File: src/rtl/coproc_cmd_pkg.sv
// Shared command-byte definitions for the coprocessor command path.
// Holds the ASCII byte values, opcode and FSM enums, and the byte-to-opcode decoder.
package coproc_cmd_pkg;

  localparam int unsigned BYTE_W = 8;
  localparam int unsigned CMD_W  = 2;

  localparam logic [BYTE_W-1:0] CMD_BYTE_1 = 8'h31;
  localparam logic [BYTE_W-1:0] CMD_BYTE_2 = 8'h32;
  localparam logic [BYTE_W-1:0] CMD_BYTE_3 = 8'h33;

  typedef enum logic [CMD_W-1:0] {
    CMD_NONE = 2'b00,
    CMD_OP1  = 2'b01,
    CMD_OP2  = 2'b10,
    CMD_OP3  = 2'b11
  } cmd_t;

  typedef enum logic {
    ST_IDLE  = 1'b0,
    ST_ISSUE = 1'b1
  } state_t;

  typedef struct packed {
    logic valid;
    cmd_t cmd;
  } ascii_cmd_t;

  // Maps an ASCII byte to an opcode; anything outside '1'..'3' is flagged invalid.
  function automatic ascii_cmd_t ascii_to_cmd(input logic [BYTE_W-1:0] b);
    ascii_cmd_t r;
    r.valid = 1'b1;
    r.cmd   = CMD_NONE;
    case (b)
      CMD_BYTE_1: r.cmd = CMD_OP1;
      CMD_BYTE_2: r.cmd = CMD_OP2;
      CMD_BYTE_3: r.cmd = CMD_OP3;
      default:    r.valid = 1'b0;
    endcase
    return r;
  endfunction

endpackage

File: src/rtl/coprocessor_command_decoder.sv
// Turns UART RX command bytes into one-cycle opcode pulses for the coprocessor,
// dropping invalid bytes and anything that arrives while the coprocessor is busy.
module coprocessor_command_decoder
  import coproc_cmd_pkg::*;
(
  input  logic              clk,
  input  logic              rst,
  input  logic [BYTE_W-1:0] byte_received,
  input  logic              rx_data_ready,
  input  logic              coprocessor_busy,
  output logic [CMD_W-1:0]  command
);

  logic       rx_q;
  state_t     state_q, state_d;
  cmd_t       command_q, command_d;
  ascii_cmd_t decoded;
  logic       accept;

  assign decoded = ascii_to_cmd(byte_received);

  // A held strobe counts once: only the low-to-high transition is a new byte.
  assign accept = rx_data_ready & ~rx_q & ~coprocessor_busy & decoded.valid;

  always_ff @(posedge clk or negedge rst) begin
    if (!rst) begin
      rx_q      <= 1'b0;
      state_q   <= ST_IDLE;
      command_q <= CMD_NONE;
    end else begin
      rx_q      <= rx_data_ready;
      state_q   <= state_d;
      command_q <= command_d;
    end
  end

  always_comb begin
    state_d = state_q;
    case (state_q)
      ST_IDLE:  if (accept) state_d = ST_ISSUE;
      ST_ISSUE: state_d = ST_IDLE;
      default:  state_d = ST_IDLE;
    endcase
  end

  // Strobes landing during ISSUE are ignored; the pulse always ends after one cycle.
  always_comb begin
    command_d = CMD_NONE;
    if (state_q == ST_IDLE && accept) command_d = decoded.cmd;
  end

  assign command = CMD_W'(command_q);

endmodule

File: config.mk
export PLATFORM = sky130hd
export DESIGN_NAME = coprocessor_command_decoder
export DESIGN_NICKNAME = d
export VERILOG_FILES = /design/src/rtl/coproc_cmd_pkg.sv /design/src/rtl/coprocessor_command_decoder.sv
export SDC_FILE = /design/constraint.sdc
export NUM_CORES = 1
export LEC_CHECK = 0
export CAP_MARGIN = 20
export CORE_AREA = 4 4 41 43
export DETAILED_ROUTE_END_ITERATION = 8
export DIE_AREA = 0 0 45 47
export GPL_TIMING_DRIVEN = 1
export PLACE_DENSITY_LB_ADDON = 0.1
export SLEW_MARGIN = 10
export SYNTH_ARGS = -nofsm -noshare
export SYNTH_HDL_FRONTEND = slang
export SYNTH_SLANG_ARGS = --single-unit
File: constraint.sdc
create_clock -name clk -period 1.2 [get_ports clk]
set_clock_uncertainty 0.1 [all_clocks]
set_input_delay 0.3 -clock clk [delete_from_list [all_inputs] [get_ports clk]]
set_output_delay 0.3 -clock clk [all_outputs]
set_load 0.05 [all_outputs]
* Yosys cells after proc, flatten, opt, wreduce, memory -nomap -nowiden
Cells that the tools add are included.
** Word-level totals
- Bits in registers :: 4
** Cells by class
- Eq/ne operators :: 3
- Multiplexer cells :: 5
- Bitwise operators :: 6
- Reduce and logical (&&, ||, !) cells :: 2
** Operator list (count)
- $eq A8 B6 Y1 const B :: 3
- $pmux W2 S3 :: 1
- $and A1 B1 Y1 :: 3
- $not A1 Y1 :: 3
- $reduce_or A3 Y1 :: 1
- $mux W1 :: 2
- $mux W2 :: 1
- $pmux W1 S2 :: 1
- $logic_and A1 B1 Y1 :: 1

* Logic depth before layout (Yosys ltp)
Gate-level depths: netlist of the first run.
- Depth in word-level cells :: 6
- Depth in mapped cells :: 2

* Worst setup path after synthesis of the first run
No wires, ideal clock.
- Path kind :: flip-flop to flip-flop
- From :: reg rx_q
- To :: reg state_q
- Setup time :: 0.111 ns
- Arrival time :: 1.068 ns
- Data required time :: 0.989 ns
- Path slack :: -0.079 ns
- Stages on the path, launching flop included :: 3
- Buffers on the path :: 0
- Clock period less this slack :: 1.279 ns
- Path through :: dfrtp_1 -> or4b_4 -> a2111oi_2
** On the way
- Word-level cells in the longest chain between the ends :: 6
** Ends and longest elaborated chain
- start: declaration :: RTL line coprocessor_command_decoder.sv:14 : logic rx_q;
- start signal: assignment :: RTL line coprocessor_command_decoder.sv:31 : rx_q <= rx_data_ready;
- $not A1 Y1 :: RTL line coprocessor_command_decoder.sv:23 : assign accept = rx_data_ready & ~rx_q & ~coprocessor_busy & decoded.valid;
- $and A1 B1 Y1 (3 in a row) :: RTL line coprocessor_command_decoder.sv:23
- $mux W1 :: RTL line coprocessor_command_decoder.sv:40 : ST_IDLE: if (accept) state_d = ST_ISSUE;
- $pmux W1 S2 :: RTL line coprocessor_command_decoder.sv:39 : case (state_q)
- named net state_d :: RTL line coprocessor_command_decoder.sv:15 : state_t state_q, state_d;
- end signal: assignment :: RTL line coprocessor_command_decoder.sv:32 : state_q <= state_d;
- end: declaration :: RTL line coprocessor_command_decoder.sv:15
The timed path passes the listed nets, and every way through them passes these cells.

* Final worst setup path of the first run
Ends and elaborated chain as after synthesis.

==> impl_metrics.csv, run 1 <==
group,metric,value,unit
clock_tree,cts.path.max_buffers,2,
synthesis,synthCells,12,
synthesis,yosysSeqAreaShare,60.2,%
timing,tightest_slew,0.223,ns
power,leakagePower,0.151,nW
synthesis,synth_area,166,sq um
timing,whs,0.171,ns
floorplanning,coreArea,1300,sq um
synthesis,synth.distinct_cells,7,
power,powerDensity,929,nW/um^2
timing,rsz0062_at_grt,"yes",
floorplanning,die_w,45,um
synthesis,ys_ff_latch,4,
route,vias,160,
synthesis,netlist.area_leader.share,60.2,%
power,ir_drop,0.000203,V
timing,period_minus_slack,1.30,ns
clock_tree,h-tree-depth,1,
clock_tree,clock_latency,0.23,ns
timing,maxSlewHeadroom,85.1,%
clock_tree,cts_buffers,3,
timing,period_share,108,%
place,portBuffers,13,
hold_path,hold_path.class,"input port to asynchronous set/reset pin",
setup_path,path_max_fanout,3,
place,place_ws,-0.486,ns
timing,setup_slack,-0.0992,ns
setup_path,cp.required,1.23,ns
floorplanning,die-area,2120,sq um
cells_and_area,synthToLayoutAreaGrowth,129,%
synthesis,synth-xor-area-share,0,%
clock_tree,path_clk_slew,0.03,ns
setup_path,cpMaxStageDelayCell,"or4b_4",
cells_and_area,drive_gt1_share,35.7,%
timing,finalSetupViolations,3,
run_status,violations,"negative setup slack",
clock_tree,cts.sinks,4,
route,drt-met1-wl,170,um
route,drtIter0Drc,0,
place,gp_congestion,0.569,
synthesis,synthTopCellsByArea,"dfrtp_1 60%, a2111oi_2 9.0%, or4b_4 8.3%",
synthesis,syn_area_per_cell,13.9,sq um
timing,fmax,770,MHz
setup_path,arrival,1.33,ns
floorplanning,start_util,12.8,%
synthesis,yosys-mux-area-fraction,0,%
grt,antenna_found_initial,0,
synthesis,yosysWarningCount,0,
floorplanning,ios,14,
setup_path,path_cells,"or4b_4 -> a2111oi_4",
setup_path,criticalPathCategory,"flip-flop to flip-flop",
synthesis,synth_adder_area_share,0,%
route,met3_length,52,um
grt,grt_usage,4.99,%
route,drtAntennaViolNets,0,
clock_tree,cts_root_buffer,"clkbuf_4",
job,max_cap_violations,0,
route,wire_per_inst,10.3,um
floorplanning,rows,13,
route,wirelength,442,um
clock_tree,cts_tree,"yes",
timing,hold_viol,0,
setup_path,critPathMaxStageDelay,0.55,ns
route,drc,0,
synthesis,synth_compound_area_share,9.02,%
clock_tree,cts_setup_buffers,0,
floorplanning,chipHeight,47,um
route,wl_met2,176,um
grt,grt_overflow_total,0,
synthesis,synth_top_family_by_area,"simple AND/OR/NAND/NOR gates",
cells_and_area,nets,42,
route,top_layer,"met4",
grt,grt_max_degree,5,
route,dr.pass1.iters,1,
synthesis,synth_area_leader_cell,"dfrtp_1",
cells_and_area,fill_cells,146,
setup_path,cp-end-kind,"flip-flop",
route,viasPerCell,3.72,
synthesis,syn-num-nets,24,
synthesis,synth-simple-area-share,26.3,%
timing,drv_slew,0,
setup_path,start_kind,"flip-flop",
run_status,status,"finished with violations",
grt,grt_pass1_vias,172,
grt,grt_pass1_wl,607,um
cells_and_area,diodes,0,
-- worst max-delay path: cells and delay by family (launching register included) --
family	cells	cell delay (ns)
compound gates	1	0.19
simple gates	1	0.55
flops	1	0.35
-- report_power, final --
part | switching [W] | total, W | internal (W)
Clock | 0.0000498 | 0.000161 | 0.000111
Sequential | 0.000000568 | 0.000138 | 0.000138
Combinational | 0.0000178 | 0.0000550 | 0.0000372
Total | 0.0000682 | 0.000354 | 0.000286
-- per-layer routing --
metal	vias up	GRT usage (%)
met5	-	0
met4	0	14.0
met3	4	0.383
met2	14	5.93
met1	65	3.89
li1	77	-
-- through the flow --
stage / util (%) / TNS (ns) / instance area (sq um) / power [W] / cells
floorplan: - / -0.0968 / 179 / 0.000154 / 12
global placement: 26.7 / -1.42 / 348 / 0.000192 / 40
detailed placement: 26.7 / -1.42 / 348 / 0.000193 / 40
CTS: 28.7 / -0.311 / 374 / 0.000361 / 43
global route: 29.3 / -0.301 / 382 / 0.000373 / 43
finish: 29.3 / -0.246 / 382 / 0.000354 / 43
-- sequential cells by signal, indices dropped and copies added, names as in the netlist --
| name | cells |
|---|---|
| rx_q | 1 |
| state_q | 1 |
| command | 2 |
-- Yosys cell counts --
cell type / instances
inv_1: 2
or4b_4: 1
dfrtp_1: 4
nor4_1: 2
or2_2: 1
a2111oi_2: 1
nand4bb_1: 1
-- worst paths after layout --
kind / from / endpoint / slack (ns) / cells after the start
setup / recovery: rx_q / state_q / -0.1 / 2
min in group clk: rx_data_ready / rx_q / 0.22 / 1
setup reg to reg: rx_q / state_q / -0.1 / 2
max in group asynchronous: rst / command[0] / 0.66 / 1
hold reg to reg: state_q / state_q / 0.44 / 2
hold / removal: rst / state_q / 0.17 / 1
-- area by class of cell --
| cell class | count | area, sq um | area share [%] |
|---|---|---|---|
| Timing Repair Buffer | 13 | 148 | 38.7 |
| Sequential cell | 4 | 100 | 26.2 |
| Multi-Input combinational cell | 6 | 85.1 | 22.3 |
| Clock buffer | 3 | 22.5 | 5.90 |
| Tap cell | 15 | 18.8 | 4.92 |
| Inverter | 2 | 7.51 | 1.97 |
-- kinds of logic after synthesis --
| kind of cell | Yosys count |
|---|---|
| simple gates | 5 |
| flops | 4 |
| buf+inv | 2 |
| compound gates | 1 |
-- layout by cell type, fill, tap and decap left out --
cell type and n:
or2_4 1, dfrtp_1 4, nor4_1 1, clkdlybuf4s50_1 9, or4b_4 1, clkbuf_4 3, nand4bb_2 1, buf_12 2
dlygate4sd2_1 2, nor4_2 1, a2111oi_4 1, inv_1 2
-- timing repair --
item,CTS,global route
endpoints found under the setup margin,3,3
hold endpoints to repair,0,0
gates resized for setup,3,2
hold buffers,0,0
pin swaps,1,1
Note: power is estimated with default switching activity, not from simulation.
==> inputs of run 2 (changes only) <==
- ABC_CLOCK_PERIOD_IN_PS: default -> 1200
- CELL_PAD_IN_SITES_DETAIL_PLACEMENT: default -> 0
- CELL_PAD_IN_SITES_GLOBAL_PLACEMENT: default -> 1
==> run 2 against run 1 <==
  * Fmax decreased by 0.55%
  * Combinational power rose by 1%
  * The flow still finishes with violations (negative setup slack)
  * Critical path depth is the same
  * Die area unchanged
  * Largest power group unchanged
  * Global-route usage is 0.31 points lower
  * Wire length fell by 1.6%
==> impl_metrics.csv, run 2 (synthesized netlist as in run 1, its figures left out) <==
group,metric,value,unit
cells_and_area,fill_cells,145,
setup_path,start_kind,"flip-flop",
floorplanning,die-area,2120,sq um
place,portBuffers,13,
cells_and_area,regArea,100,sq um
setup_path,path_max_fanout,3,
setup_path,r2r-end,"state_q",
setup_path,r2r_slack,-0.11,ns
power,powerDensity,911,nW/um^2
cells_and_area,diodes,0,
route,drtIter0Drc,0,
clock_tree,path_clk_slew,0.04,ns
job,max_cap_violations,0,
floorplanning,die_w,45,um
setup_path,path_cells,"or4b_4 -> a2111oi_4",
setup_path,reg2regPathDepth,2,
setup_path,cp.depth,2,
place,dpl_cell_area,348,sq um
route,wirelength,435,um
grt,grt_overflow_total,0,
clock_tree,cts.path.max_buffers,2,
cells_and_area,synthToLayoutAreaGrowth,133,%
setup_path,crit_start,"state_q",
grt,antenna_found_initial,0,
timing,rsz0062_at_grt,"yes",
power,ir_drop,0.000196,V
cells_and_area,multi_input_area,91.3,sq um
setup_path,regToRegStartpoint,"state_q",
cells_and_area,design_area,388,sq um
timing,period_minus_slack,1.31,ns
run_status,status,"finished with violations",
setup_path,arrival,1.33,ns
route,drtAntennaViolNets,0,
clock_tree,cts.sinks,4,
place,place_ws,-0.540,ns
clock_tree,cts_hold_buf,0,
floorplanning,chipHeight,47,um
grt,grt_pass1_wl,593,um
timing,maxSlewHeadroom,84.5,%
setup_path,critPathMaxStageDelay,0.56,ns
timing,period_share,109,%
timing,finalSetupViolations,3,
hold_path,hold_path.class,"input port to asynchronous set/reset pin",
setup_path,cp-endpoint,"state_q",
route,viasPerCell,3.79,
setup_path,path_delay_family,"simple AND/OR/NAND/NOR gates",
power,leakagePower,0.151,nW
timing,hold_viol,0,
place,gp_congestion,0.627,
route,dr.pass1.iters,1,
clock_tree,clock_latency,0.23,ns
floorplanning,rows,13,
floorplanning,start_util,12.8,%
setup_path,cp.required,1.22,ns
setup_path,crit_buf_inv,0,
clock_tree,h-tree-depth,1,
setup_path,cpMaxStageDelayCell,"or4b_4",
route,drc,0,
clock_tree,cts_buffers,3,
route,wire_per_inst,10.1,um
timing,tightest_slew,0.233,ns
cells_and_area,final_common_cell,"clkdlybuf4s50_1",
run_status,violations,"negative setup slack",
timing,setup_slack,-0.106,ns
grt,grt_pass1_vias,154,
clock_tree,cts_root_buffer,"clkbuf_4",
clock_tree,cts_tree,"yes",
floorplanning,coreArea,1300,sq um
timing,drv_slew,0,
grt,grt_max_degree,5,
power,total_power,0.000353,W
cells_and_area,final_cell_mix,"9 x clkdlybuf4s50_1, 4 x dfrtp_1, 3 x clkbuf_4",
cells_and_area,largest_reg_flops,2,
setup_path,criticalPathCategory,"flip-flop to flip-flop",
cells_and_area,drive_gt1_share,39.3,%
grt,grt_usage,4.68,%
timing,fmax,765,MHz
route,vias,163,
floorplanning,ios,14,
setup_path,cp-end-kind,"flip-flop",
cells_and_area,nets,42,
==> run 2: area by class of cell <==
type | count | area share, %
Clock buffer | 3 | 5.81
Tap cell | 15 | 4.84
Multi-Input combinational cell | 6 | 23.5
Inverter | 2 | 1.94
Timing Repair Buffer | 13 | 38.1
Sequential cell | 4 | 25.8
==> run 2: metrics by stage <==
step / utilization [%] / hold slack (ns) / setup TNS (ns) / cells
global route: 29.8 / 0.185 / -0.362 / 43
global placement: 26.7 / 0.413 / -1.46 / 40
CTS: 29.8 / 0.169 / -0.369 / 43
floorplan: - / -0.0956 / -0.0968 / 12
detailed placement: 26.7 / 0.414 / -1.51 / 40
finish: 29.8 / 0.170 / -0.237 / 43
==> run 2: metal layers <==
metal	up-vias	global-route usage [%]	part of all wire (%)
met3	2	0.383	9.9
met1	73	4.60	39
met5	-	0	0
met4	0	10.5	6.2
li1	77	-	-
met2	11	5.65	45
==> run 2: where the power goes <==
part | switching (W) | internal, W | leakage, nW
registers | 0.000000473 | 0.000138 | 0.0536
clock network | 0.0000482 | 0.000111 | 0.0138
logic | 0.0000185 | 0.0000372 | 0.0838
==> run 2: worst min path at each step <==
stage	cells after the start	slack, ns	from	endpoint
6_report	1	0.17	rst	state_q
5_1_grt	1	0.19	rst	state_q
4_1_cts	1	0.17	rst	state_q
3_5_place_dp	1	0.41	rst	state_q
3_3_place_gp	1	0.41	rst	rx_q
2_1_floorplan	0	-0.1	rst	command[0]
==> run 2: worst reg2reg max path, stage by stage, from the launching register on <==
cell and delay [ns]:
dfrtp_1 0.35, or4b_4 0.56, a2111oi_4 0.20
==> run 2: timing repair <==
action                                  4_1_cts  5_1_grt
resized for setup                             6        0
pin swaps                                     1        2
buffers inserted                              0        0
endpoints found under the setup margin        3        3
